**config.mk**
```make
export PLATFORM = sky130hd
export DESIGN_NAME = fwd_hazard_unit
export DESIGN_NICKNAME = d
export VERILOG_FILES = /design/src/rtl/fwd_hazard_unit.sv
export SDC_FILE = /design/constraint.sdc
export NUM_CORES = 1
export LEC_CHECK = 0
export CAP_MARGIN = 40
export CORE_AREA = 3 3 141 143
export DETAILED_ROUTE_END_ITERATION = 8
export DIE_AREA = 0 0 144 146
export GPL_TIMING_DRIVEN = 1
export MAX_ROUTING_LAYER = met4
export PLACE_DENSITY = 0.67
export SLEW_MARGIN = 20
export SYNTH_ARGS = -nofsm -noshare
export SYNTH_HDL_FRONTEND = slang
export SYNTH_SLANG_ARGS = --single-unit
```
**constraint.sdc**
```tcl
create_clock -name clk -period 2.8 [get_ports clk]
set_input_delay 0.7 -clock clk [delete_from_list [all_inputs] [get_ports clk]]
set_output_delay 0.7 -clock clk [all_outputs]
set_load 0.005 [all_outputs]
```
**src/rtl/fwd_hazard_unit.sv**
```systemverilog
// Forwarding and load-use hazard unit: tracks in-flight destination tags per
// downstream stage, forwards from the youngest ready producer and stalls on load-use.
module fwd_hazard_unit #(
    parameter int DATA_W     = 64,
    parameter int REG_W      = 5,
    parameter int ZERO_REG   = 31,
    parameter int NUM_SRC    = 2,
    parameter int DEPTH      = 3,
    parameter int LOAD_READY = 1,
    parameter int CNT_W      = 16
) (
    input  logic                        clk,
    input  logic                        reset_n,
    input  logic                        issue_valid,
    input  logic                        issue_regwrite,
    input  logic                        issue_is_load,
    input  logic [REG_W-1:0]            issue_dest,
    input  logic [NUM_SRC*REG_W-1:0]    src_reg,
    input  logic [NUM_SRC-1:0]          src_used,
    input  logic [DEPTH*DATA_W-1:0]     stage_data,
    input  logic                        flush,
    input  logic                        stall_cnt_clr,
    output logic [NUM_SRC-1:0]          fwd,
    output logic [NUM_SRC*DATA_W-1:0]   fwd_data,
    output logic                        stall,
    output logic [CNT_W-1:0]            stall_count
);

    localparam logic [REG_W-1:0] ZeroReg = REG_W'(ZERO_REG);

    logic [DEPTH-1:0]            tagValid_q, tagValid_d;
    logic [DEPTH-1:0][REG_W-1:0] tagDest_q,  tagDest_d;
    logic [DEPTH-1:0]            tagLoad_q,  tagLoad_d;
    logic [CNT_W-1:0]            stallCnt_q, stallCnt_d;
    logic [NUM_SRC-1:0]          hazard;

    // Per operand, the first matching entry from stage 0 upward is the youngest
    // producer; older matches are shadowed even when the youngest is not ready.
    always_comb begin
        logic             found;
        logic [REG_W-1:0] src;
        fwd      = '0;
        fwd_data = '0;
        hazard   = '0;
        for (int i = 0; i < NUM_SRC; i++) begin
            found = 1'b0;
            src   = src_reg[i*REG_W +: REG_W];
            if (src_used[i] && (src != ZeroReg)) begin
                for (int k = 0; k < DEPTH; k++) begin
                    if (!found && tagValid_q[k] && (tagDest_q[k] == src)) begin
                        found = 1'b1;
                        if (!tagLoad_q[k] || (k >= LOAD_READY)) begin
                            fwd[i]                       = 1'b1;
                            fwd_data[i*DATA_W +: DATA_W] = stage_data[k*DATA_W +: DATA_W];
                        end else begin
                            hazard[i] = 1'b1;
                        end
                    end
                end
            end
        end
    end

    assign stall = issue_valid & (|hazard);

    // A stalled cycle pushes a bubble into stage 0 while older entries keep advancing.
    always_comb begin
        tagValid_d = tagValid_q;
        tagDest_d  = tagDest_q;
        tagLoad_d  = tagLoad_q;
        if (flush) begin
            tagValid_d = '0;
        end else begin
            for (int k = DEPTH - 1; k >= 1; k--) begin
                tagValid_d[k] = tagValid_q[k-1];
                tagDest_d[k]  = tagDest_q[k-1];
                tagLoad_d[k]  = tagLoad_q[k-1];
            end
            tagValid_d[0] = ~stall & issue_valid & issue_regwrite & (issue_dest != ZeroReg);
            tagDest_d[0]  = issue_dest;
            tagLoad_d[0]  = issue_is_load;
        end
    end

    always_comb begin
        stallCnt_d = stallCnt_q;
        if (stall_cnt_clr) begin
            stallCnt_d = '0;
        end else if (stall && (stallCnt_q != {CNT_W{1'b1}})) begin
            stallCnt_d = stallCnt_q + CNT_W'(1);
        end
    end

    always_ff @(posedge clk or negedge reset_n) begin
        if (!reset_n) begin
            tagValid_q <= '0;
            tagDest_q  <= '0;
            tagLoad_q  <= '0;
            stallCnt_q <= '0;
        end else begin
            tagValid_q <= tagValid_d;
            tagDest_q  <= tagDest_d;
            tagLoad_q  <= tagLoad_d;
            stallCnt_q <= stallCnt_d;
        end
    end

    assign stall_count = stallCnt_q;

endmodule

```
==> results.json <==
{
  "post_cts_hold_buffer_count": 0,
  "worst_setup_path_end_kind": "output pin",
  "core_um2": 18700,
  "postSynthAreaPerCell_um2": 7.57,
  "hold_path_class": "flop to flop",
  "clock_tree.root_cell": "sky130_fd_sc_hd__clkbuf_16",
  "rsz_0062_raised_after_global_routing": "true",
  "synth_cells": 661,
  "synthArstFlopShare_pct": 100,
  "final_hold_viol_count": 0,
  "drtPass1Iterations": 5,
  "tritoncts": "done",
  "grt_antenna_before_repair": 8,
  "cellPowerDensity_nw_per_um2": 183,
  "port_buffer_count": 362,
  "routed_wirelength_um": 32200,
  "cp_max_fo": 6,
  "worst_clock_skew_ns": 0.00352,
  "timing.critical_path.mode_cell": "sky130_fd_sc_hd__buf_6",
  "worst_setup_path_start_kind": "input pin",
  "layout_common_cells": "sky130_fd_sc_hd__clkdlybuf4s50_1 (220), sky130_fd_sc_hd__buf_2 (118), sky130_fd_sc_hd__nor2_1 (111)",
  "fp.dieH_um": 146,
  "top_level_ports": 363,
  "cts_htree_levels": 2,
  "synthesis.yosys.warnings": 0,
  "rows": 50,
  "pre_cts_slack_ns": -1.16,
  "arrival_ns": 2.55,
  "leakage_nw": 5.19,
  "cp_slowest_cell": "sky130_fd_sc_hd__nor4_4",
  "fill_cells": 1669,
  "synth_fp_nets": 878,
  "design_area_um2": 11200,
  "layout-area-overhead-vs-synth_pct": 123,
  "worst_slew_pin_slew_ns": 0.460,
  "synth.cell_area_um2": 5000,
  "grt_overflow": 0,
  "violated_checks": "setup timing",
  "finalNetCount": 1351,
  "post_route_cells_drive_above_1_share_pct": 42.6,
  "final_max_slew_viol_count": 0,
  "drtAntennaViolNets": 0,
  "finalSetupViolCount": 138,
  "grt_use_total_pct": 28.5,
  "yosys_most_used_dff": "sky130_fd_sc_hd__dfrtp_1",
  "synth_enable_flop_cells": 0,
  "grt_max_degree": 71,
  "finalWorstPathRequiredPeriod_ns": 3.25,
  "status": "finished with violations",
  "cp_data_required_time_ns": 2.10,
  "dieArea_um2": 21000,
  "fin_setup_tns_ns": -44.76,
  "max-clock-path-buffers": 2,
  "vias_per_cell": 5.42,
  "worstPathCellList": "buf_8, xor2_4, nor4_4, buf_4, buf_6, a21oi_4, and2_4, buf_6, buf_12, buf_6, a211o_1, buf_2",
  "synth_cell_types": 48,
  "synth.yosys.seq_area_share_pct": 17.5,
  "maxCapViolCount": 0,
  "chipWidth_um": 144,
  "setup_slack_ns": -0.453,
  "detailroute.via_count": 7462,
  "mostFrequentLayoutCell": "sky130_fd_sc_hd__clkdlybuf4s50_1",
  "critical_path_class": "input pin to output pin",
  "worst_path_dominant_cell_family": "buffers and inverters",
  "timing.critical_path.slowest_cell_delay_ns": 0.32,
  "number_of_violations_reported_at_the_end_of_detailed_routing_iteration_0": 441,
  "total_power_mw": 2.04,
  "worstSkewPairLatency_ns": 0.28,
  "synth_seq_cells": 35,
  "place.detailed.hpwl_um": 21500,
  "peakVddDrop_mv": 0.317,
  "final.period_utilization_pct": 116,
  "worstPathBufferInverterCount": 7,
  "max_freq_mhz": 307,
  "placed_area_um2": 9560,
  "clkSinkCount": 35,
  "final_core_utilization_pct": 59.6,
  "post-place-cells": 1281,
  "clkSlewWorstSetupHoldPaths_ns": 0.06,
  "initial_utilization_pct": 26.7,
  "grt_pass1_vias": 7421,
  "place.gp.congestion": 0.959,
  "number_of_remaining_drc_errors": 0,
  "total_clock_buffers_created_by_cts": 5,
  "wire_length_of_the_first_global_routing_pass_um": 45400,
  "routedWlPerCell_um": 23.4,
  "max_slew_margin_pct": 69.3,
  "instances_no_fill": 1377,
  "finalHoldWorstSlack_ns": 0.548
}
-- final timing paths --
path / from / endpoint / slack, ns / cells after the start
setup / recovery: src_reg[1] / fwd_data[15] / -0.45 / 12
hold / removal: tagValid_q[1] / tagValid_q[2] / 0.55 / 1
setup reg to reg: tagDest_q[1] / stall_count[15] / -0.12 / 13
hold reg to reg: tagValid_q[1] / tagValid_q[2] / 0.55 / 1
max in group asynchronous: reset_n / tagDest_q[1] / 1.61 / 2
min in group asynchronous: reset_n / stall_count[10] / 0.83 / 2
-- synthesized netlist by cell type, types with 2 or more instances --
library cell,instances,area (µm²)
sky130_fd_sc_hd__a2111oi_0,8,70.1
sky130_fd_sc_hd__a2111oi_4,2,55.1
sky130_fd_sc_hd__a211o_1,52,455
sky130_fd_sc_hd__a211oi_1,5,37.5
sky130_fd_sc_hd__a221o_1,68,681
sky130_fd_sc_hd__and2_1,5,31.3
sky130_fd_sc_hd__and3_1,56,350
sky130_fd_sc_hd__buf_2,18,90.1
sky130_fd_sc_hd__clkbuf_1,44,165
sky130_fd_sc_hd__dfrtp_1,35,876
sky130_fd_sc_hd__inv_1,2,7.51
sky130_fd_sc_hd__mux2_1,2,22.5
sky130_fd_sc_hd__mux2_2,29,327
sky130_fd_sc_hd__nand2_1,13,48.8
sky130_fd_sc_hd__nand2b_1,64,400
sky130_fd_sc_hd__nand3_1,30,150
sky130_fd_sc_hd__nand4_1,6,37.5
sky130_fd_sc_hd__nor2_1,136,510
sky130_fd_sc_hd__nor2b_1,15,93.8
sky130_fd_sc_hd__nor3b_1,6,45.0
sky130_fd_sc_hd__nor4_1,2,12.5
sky130_fd_sc_hd__o211ai_1,8,60.1
sky130_fd_sc_hd__o21ai_0,2,10.0
sky130_fd_sc_hd__xnor2_1,18,158
sky130_fd_sc_hd__xor2_1,12,105
-- where the power goes --
part | leakage [nW] | internal [mW] | switching [mW]
clock network | 0.0659 | 0.327 | 0.215
registers | 0.446 | 0.543 | 0.0497
logic | 4.68 | 0.556 | 0.349
total | 5.19 | 1.43 | 0.613
-- sequential cells by signal, summed over array words and instances (netlist names) --
register / count
tagValid_q: 3
stall_count: 16
tagLoad_q: 1
tagDest_q: 15
-- worst reg2reg max path: stages (launching register included) --
cell and delay [ns]:
sky130_fd_sc_hd__dfrtp_2 0.46, sky130_fd_sc_hd__xor2_4 0.21, sky130_fd_sc_hd__nor4_4 0.32, sky130_fd_sc_hd__buf_4 0.18, sky130_fd_sc_hd__buf_6 0.09, sky130_fd_sc_hd__nand3b_4 0.08, sky130_fd_sc_hd__buf_12 0.14, sky130_fd_sc_hd__buf_12 0.12
sky130_fd_sc_hd__buf_8 0.13, sky130_fd_sc_hd__buf_6 0.12, sky130_fd_sc_hd__buf_6 0.12, sky130_fd_sc_hd__buf_8 0.13, sky130_fd_sc_hd__a2111oi_4 0.39, sky130_fd_sc_hd__mux2_4 0.33
-- layout make-up --
class                      count  area (µm²)  share of cell area (%)
clock inverter                 3        20.0                   0.179
tap                          234         293                    2.63
inverter                       2        7.51                  0.0673
multi-input combinational    561        4670                    41.9
timing repair buffer         529        5140                    46.1
antenna                        8        20.0                   0.179
clock buffer                   5         125                    1.12
sequential                    35         883                    7.92
-- routing by layer --
| metal | track usage [%] | vias up | wire length (µm) |
|---|---|---|---|
| li1 | - | 3439 | - |
| met1 | 34.4 | 3586 | 12900 |
| met2 | 47.0 | 365 | 15800 |
| met3 | 4.44 | 72 | 2250 |
| met4 | 11.4 | 0 | 1210 |
| met5 | - | - | 0 |
-- cell families (layout without fill, tap and decap cells) --
family,count (synthesis),after routing,share of synthesized area [%]
buf+inv,66,539,5.48
flops,35,35,17.5
simple gates,342,343,35.4
compound gates,155,155,29.0
mux,32,32,7.18
fa+ha+maj,1,1,0.250
other cells,0,8,0
xor+xnor,30,30,5.25
-- timing repair --
action | in CTS | in global routing
endpoints found under the setup margin | 148 | 141
buffers inserted | 59 | 14
pin swaps | 104 | 46
gates cloned | 14 | 5
gates resized for setup | 728 | 123
No activity file was read; power rests on OpenSTA's default activity.
